<file path="src/rtl/collatz_engine.sv">
// Collatz iterator: accepts a seed on a start handshake and iterates
// n -> n/2 (even) or n -> 3n+1 (odd) until n == 1, reporting the step
// count, the peak value and an error status with a one-cycle done pulse.
// Shortcut mode folds the odd step and the halving that always follows it
// into a single cycle, counting it as two standard steps.
//
// Handshake: a request is taken on any rising edge where start && ready;
// seed and mode are sampled on that same edge. ready is high whenever the
// engine is not busy (IDLE or DONE), so a new start may be issued while the
// previous result is still being held.
module collatz_engine #(
    parameter int WIDTH = 16,
    parameter int CNT_W = 16
) (
    input  logic             clk,
    input  logic             rst,
    input  logic             start,
    input  logic [WIDTH-1:0] seed,
    input  logic             mode,
    input  logic             abort,
    output logic             ready,
    output logic             busy,
    output logic             done,
    output logic [WIDTH-1:0] x,
    output logic [CNT_W-1:0] steps,
    output logic [WIDTH-1:0] peak,
    output logic             err_zero,
    output logic             err_ovf,
    output logic             err_sat
);

    typedef enum logic [1:0] {
        S_IDLE = 2'd0,
        S_RUN  = 2'd1,
        S_DONE = 2'd2
    } state_t;

    state_t state;
    logic   mode_q;

    // Datapath for one iteration, evaluated on the current x.
    // 3x+1 is formed two bits wider so an overflow is visible rather than lost.
    logic [WIDTH+1:0] x_wide;
    logic [WIDTH+1:0] x3p1;
    logic             x_odd;
    logic             x_is_one;
    logic             ovf;
    logic [1:0]       inc;
    logic [CNT_W:0]   steps_sum;
    logic             sat;
    logic [WIDTH-1:0] x_next;

    // Next-value, overflow and saturation detection for the current x.
    always_comb begin
        x_wide    = {2'b00, x};
        x3p1      = (x_wide << 1) + x_wide + {{(WIDTH+1){1'b0}}, 1'b1};
        x_odd     = x[0];
        x_is_one  = (x == {{(WIDTH-1){1'b0}}, 1'b1});
        ovf       = x_odd && (x3p1[WIDTH+1:WIDTH] != 2'b00);
        inc       = (x_odd && mode_q) ? 2'd2 : 2'd1;
        steps_sum = {1'b0, steps} + {{(CNT_W-1){1'b0}}, inc};
        sat       = steps_sum[CNT_W];
        x_next    = x >> 1;
        if (x_odd) begin
            if (mode_q) begin
                x_next = x3p1[WIDTH:1];
            end else begin
                x_next = x3p1[WIDTH-1:0];
            end
        end
    end

    assign ready = ~busy;

    // Control FSM plus all result registers; outputs are registered.
    always_ff @(posedge clk or posedge rst) begin
        if (rst) begin
            state    <= S_IDLE;
            mode_q   <= 1'b0;
            busy     <= 1'b0;
            done     <= 1'b0;
            x        <= '0;
            steps    <= '0;
            peak     <= '0;
            err_zero <= 1'b0;
            err_ovf  <= 1'b0;
            err_sat  <= 1'b0;
        end else begin
            done <= 1'b0;
            case (state)
                S_IDLE, S_DONE: begin
                    // abort is meaningless here; start alone decides
                    if (start) begin
                        x        <= seed;
                        peak     <= seed;
                        steps    <= '0;
                        mode_q   <= mode;
                        err_ovf  <= 1'b0;
                        err_sat  <= 1'b0;
                        if (seed == '0) begin
                            state    <= S_DONE;
                            err_zero <= 1'b1;
                            done     <= 1'b1;
                            busy     <= 1'b0;
                        end else begin
                            state    <= S_RUN;
                            err_zero <= 1'b0;
                            busy     <= 1'b1;
                        end
                    end
                end
                S_RUN: begin
                    if (abort) begin
                        // partial x/steps/peak are left visible
                        state <= S_IDLE;
                        busy  <= 1'b0;
                    end else if (x_is_one) begin
                        state <= S_DONE;
                        busy  <= 1'b0;
                        done  <= 1'b1;
                    end else if (ovf) begin
                        // checked before saturation so only one flag can rise
                        state   <= S_DONE;
                        busy    <= 1'b0;
                        done    <= 1'b1;
                        err_ovf <= 1'b1;
                    end else if (sat) begin
                        state   <= S_DONE;
                        busy    <= 1'b0;
                        done    <= 1'b1;
                        err_sat <= 1'b1;
                    end else begin
                        x     <= x_next;
                        steps <= steps_sum[CNT_W-1:0];
                        if (x_next > peak) begin
                            peak <= x_next;
                        end
                    end
                end
                default: begin
                    state <= S_IDLE;
                    busy  <= 1'b0;
                end
            endcase
        end
    end

endmodule

</file>
<file path="config.mk">
export PLATFORM = sky130hd
export DESIGN_NAME = collatz_engine
export DESIGN_NICKNAME = d
export VERILOG_FILES = /design/src/rtl/collatz_engine.sv
export SDC_FILE = /design/constraint.sdc
export NUM_CORES = 1
export LEC_CHECK = 0
export ABC_AREA = 1
export CORE_AREA = 8 8 120 122
export DETAILED_ROUTE_END_ITERATION = 6
export DIE_AREA = 0 0 128 130
export PLACE_DENSITY = 0.73
export SETUP_SLACK_MARGIN = 0.05
export SLEW_MARGIN = 10
export SYNTH_ARGS = -nofsm -noshare
export SYNTH_HDL_FRONTEND = slang
export SYNTH_SLANG_ARGS = --single-unit
</file>
<file path="constraint.sdc">
create_clock -name clk -period 6.3 [get_ports clk]
set_clock_uncertainty 0.1 [all_clocks]
set_input_delay 0.63 -clock clk [delete_from_list [all_inputs] [get_ports clk]]
set_output_delay 0.63 -clock clk [all_outputs]
set_load 0.02 [all_outputs]
</file>
### Word-level counts from Yosys, hierarchy flattened

Cells that the tools add are included.

| word-level totals | value |
|---|---|
| register bits | 56 |
| output and inout bits | 54 |

| operators by class | value |
|---|---|
| order comparisons | 1 |
| add/sub/neg operators | 3 |
| bitwise operators | 1 |
| mux-type cells | 52 |
| equal/unequal tests | 12 |
| reduce and logical (&&, ||, !) cells | 13 |

Operator list:

| kind | count |
|---|---|
| 16-bit 2-to-1 mux | 17 |
| 16-bit case mux with 2 select lines | 3 |
| 1-bit 2-to-1 mux | 20 |
| 17-bit by 16-bit adder with 18-bit output | 1 |
| 18-bit by 1-bit adder with 18-bit output (second input constant) | 1 |
| 16-bit by 2-bit adder with 17-bit output | 1 |
| 16-bit by 1-bit equality test with 1-bit output (second input constant) | 1 |
| 16-bit > comparator | 1 |
| 16-bit logical NOT | 1 |
| 2-bit != test (second input constant) | 8 |
| 2-bit 2-to-1 mux | 7 |
| 6-bit AND reduction | 2 |
| 1-bit case mux with 2 select lines | 4 |
| 7-bit AND reduction | 1 |
| 5-bit != test (second input constant) | 1 |
| 5-bit AND reduction | 1 |
| 2-bit case mux with 2 select lines | 1 |
| 2-bit AND reduction | 2 |
| 2-bit nonzero test | 2 |
| 2-bit by 1-bit equality test with 1-bit output (second input constant) | 1 |
| 2-bit equality test (second input constant) | 1 |
| 1-bit logical AND | 2 |
| 2-bit logical NOT | 1 |
| 2-bit OR reduction | 1 |
| 1-bit NOT | 1 |

### Depth between registers and ports, before layout

| depth | value |
|---|---|
| word-level depth | 11 |
| gate-level depth with buffers | 29 |
| mapped depth without buffers | 29 |

### Worst setup path after synthesis

No wires, ideal clock.

| timing | value |
|---|---|
| kind | register to register |
| start | register x[2] |
| end | register peak[0] |
| clock period less this slack | 3122 ps |
| stages on the path, launching flop included | 27 |
| library setup time | 131 ps |
| path slack | 3178 ps |
| buffers on the path | 1 |
| required time | 6069 ps |
| arrival | 2892 ps |
| cell sequence | dfrtp_1 -> inv_1 -> ha_1 -> a21oi_1 -> nand2_2 -> nand2_1 -> nand2_1 -> nand2_1 -> nand2_1 -> nand2_1 -> nand3_1 -> and3_1 -> ha_1 -> nand2_1 -> nor2_1 -> nand2_1 -> inv_1 -> nand2_1 -> nand2_1 -> nand2_1 -> nand2_1 -> nand2_1 -> inv_1 -> nand2_4 -> buf_6 -> nand2_1 -> o21ai_1 |

| on the way | value |
|---|---|
| longest elaborated chain between the ends | 7 |
| elaborated cells on any way between the ends | 12 |
| classes of those cells | add/sub: 2; order compare: 1; eq/ne: 4; mux: 2; reduce/logical: 3 |

Ends and longest elaborated chain:

| element | RTL line | source |
|---|---|---|
| start: declaration | 24 | `output logic [WIDTH-1:0] x,` |
| start signal: assignment | 133 | `x <= x_next;` |
| 17-bit by 16-bit adder with 18-bit output | 56 | `x3p1 = (x_wide << 1) + x_wide + {{(WIDTH+1){1'b0}}, 1'b1};` |
| 18-bit by 1-bit adder with 18-bit output | 56 |  |
| 16-bit 2-to-1 mux | 65 | `if (mode_q) begin` |
| 16-bit 2-to-1 mux | 64 | `if (x_odd) begin` |
| 16-bit > comparator | 135 | `if (x_next > peak) begin` |
| 2-bit != test (no line) | -- |  |
| 7-bit AND reduction (no line) * | -- |  |
| end signal: assignment | 136 | `peak <= x_next;` |
| end: declaration | 26 | `output logic [WIDTH-1:0] peak,` |

Every way passes the cells marked *; elsewhere a longest branch is shown, timed or not.
A chain may end at the register's enable or synchronous reset.

### Worst setup path in the final report

| timing | value |
|---|---|
| start | register x[0] |
| end | register peak[6] |

| on the way | value |
|---|---|
| longest elaborated chain between the ends | 10 |
| elaborated cells on any way between the ends | 22 |
| classes of those cells | add/sub: 3; order compare: 1; eq/ne: 5; mux: 9; reduce/logical: 4 |

Ends and longest elaborated chain:

| element |
|---|
| parallel branches: the longest is 10 deep, another holds 17-bit by 16-bit adder with 18-bit output |

Parallel ways; which one is timed is not known. The select of a mux whose other input is x is not followed.

==> metrics <==
outcome=finished clean; Post-Syn Area=4908 um^2; #FFs+latches synth=55; GRT Total Usage=between 10% and 20%; CTS max path bufs=2; placed cell count=981; drt drc=0; clk root buf=clkbuf_16; Place WS=2373 ps; Final Cell Area=approximately 5900 um^2; GR Layer Usage met2=27.38%; gpl congestion=0.8832; reg2reg setup slack=about 2300 ps; CTS resizes=0; final hold slack=385.8 ps; # fillers=between 1000 and 1500; Post-Synth Simple-Gate Area=between 30% and 40%; initial antenna violation count=0; Starting Density=between 30% and 40%; largest family of logic cells by synthesized area=simple AND/OR/NAND/NOR gates; top-area cell type share of the netlist area=28.04%; PwrDens=~570 nW/um^2; Reg power frac=~20%; sequential fraction of the synthesis area=between 20 and 30%; clock share of power=8.2%; Synthesized Nets=around 820; top cells by area, synth=dfrtp_1 (28%), nand2_1 (21%), ha_1 (11%); gr busiest metal=met2; Core ar.=approximately 12000 um^2; Clock Sinks=between 50 and 60; hpwl dp=10820 um; Lkg Pwr=just over 3 nW; fin util=between 40 and 50%; Post-Synth Adder-Cell Area=between 10% and 20%; Synth async-reset ratio=100.0%; Clock Latency Late Sink=about 300 ps; Final setup viols=0; cells after synthesis=~750; worst hold path class=reg -> reg; Ant. Diodes=0; Rel. slew slack=39.78%; routed len/inst=about 14 um; CP required=6390 ps; PnR worst setup slack=around 2300 ps; layout net count=around 880; Vias/cell=approximately 5; Comb power frac=a little under three quarters; yosys warns=0; EDFF count, synth=0; vias in the first global route=around 4600; Final Cycle Share=about 64%; global-route track usage on met1=a little over a fifth; final std cells w/o fill=about 990; switching part of the total=between 50% and 60%; top cell type by total area after synthesis=dfrtp_1; first-pass GRT wire length=22480 um; RSZ-0062 raised after global routing=false; Clock transition at path regs=70 ps; PortBufs=74; xor/xnor share of the synthesized area=0.7137%; Die Y=130 um; Hold Buf Count CTS=0; CTS tree=built; Max FO, Critical Path=23; first-pass iteration count of the detailed router=6; storage element area=1376 um^2; Mean Syn Cell Area=about 6.6 um^2; Achievable Freq=0.2483 GHz; Post-DP Area=between 5000 and 6000 um^2; final wirelength=13640 um; WS Path Type=reg -> reg; vias=around 4800; share of layout cells above drive strength 1=about 5.9%; synthesis-to-finish area growth=20.14%; Post-CTS Setup Bufs=0; minimum clock period=around 4000 ps; Die ar.=between 15000 and 20000 um^2; cell with the most instances after synthesis=nand2_1; H-tree Lvls=2; Overflow after GRT=0; Sum Neg Setup Slack=0 ps; Die Width=around 130 um; worst-margin pin slew=901.2 ps; synth unique cells=37; CP Launch Type=flip-flop; # rows=41; critical path capture point type=flip-flop; predominant post-synthesis flop cell=dfrtp_1; post-route ant nets=0; CP arrival=approximately 4100 ps; Iteration-0 DRC Markers=roughly 400; met3 GRT Util=about 4.6%; Max Slew Vio Count=0; Multi-input gate area=about 3000 um^2; Top-Level Pins=75; top cells by count, synth=nand2_1 (275), inv_1 (121), dfrtp_1 (55), nor2_1 (50), nand3_1 (49); post-synthesis mux area share=0.2039%; Fin. Hold Viols=0; largest net degree at the start of global routing=56; PnR Total Power=about 3.3 mW; CTS buffer count=5; Worst VDD drop=between 150 and 200 uV; Max-Cap Viols=0; Net Sw Power=around 1.8 mW; post-synthesis compound-gate area fraction=10.02%; P_int=roughly 1.5 mW
-- registers in the layout (all words and copies together) (netlist names) --
signal    count
steps        16
mode_q        1
done          1
x            16
err_zero      1
state         2
err_sat       1
err_ovf       1
peak         16
-- power by group through the flow --
stage | clock, mW | combinational [mW] | sequential (mW)
final | 0.273 | 2.40 | 0.668
after global routing | 0.292 | 2.74 | 0.691
after CTS | 0.278 | 2.41 | 0.672
after detailed placement | 0 | 2.39 | 0.677
after global placement | 0 | 2.35 | 0.676
after floorplan | 0 | 1.64 | 0.753
-- final cells by class --
class | count | share of cell area (%)
multi-input combinational | 554 | 50.03
inverter | 125 | 7.957
sequential | 55 | 23.34
clock inverter | 1 | 0.08487
clock buffer | 7 | 2.249
tap | 172 | 3.649
timing repair buffer | 75 | 12.69
-- routing by layer --
layer / vias up / part of all wire, %
met2: 140 / 45
met1: 2165 / 46
met5: - / 0
met4: 0 / 1.8
li1: 2498 / -
met3: 19 / 7.2
-- kinds of logic after synthesis --
group	Yosys count
AOI/OAI and AO/OA	78
xor gates and xnor gates	4
adders and majority gates	45
buffers and inverters	140
DFF	55
muxes	1
and+or+nand+nor	426
-- final timing paths --
check,from,to,cells after the start
hold reg to reg,err_zero,err_zero,2
max in group asynchronous,rst,err_zero,3
setup / recovery,x[0],peak[6],20
setup reg to reg,x[0],peak[6],20
min in group asynchronous,rst,steps[9],3
hold / removal,err_zero,err_zero,2
-- critical path, stage by stage, from the launching register on --
cell     delay, ps
dfrtp_1        780
inv_1          260
nor2_1         600
inv_1          200
or2_2          350
nand2_1         60
nor2_1          40
ha_1           290
a21o_1         170
a21oi_1        130
nand2_1         70
nand2_1         60
nand2_1         50
nand2_1         70
nand2_1         50
nand2_1         60
inv_1           60
nand2_4        210
inv_2          140
nand2_1         90
nand2_1         50
-- placed cells by master (no fill, tap or decap), types with 3 or more instances in the layout --
cell type,instances
nand2_1,275
inv_1,120
clkdlybuf4s50_1,74
dfrtp_1,55
nor2_1,50
nand3_1,49
ha_1,43
o21ai_0,21
o21ai_2,21
a21oi_1,20
nand4_1,19
and3_1,5
inv_2,5
or2_2,5
nor4_1,5
o21ai_1,5
nand3b_1,5
clkbuf_16,5
o22ai_1,4
nand2_2,3
nor3_1,3
a21o_1,3
xor2_1,3
Power figures use the tool's default switching activity.
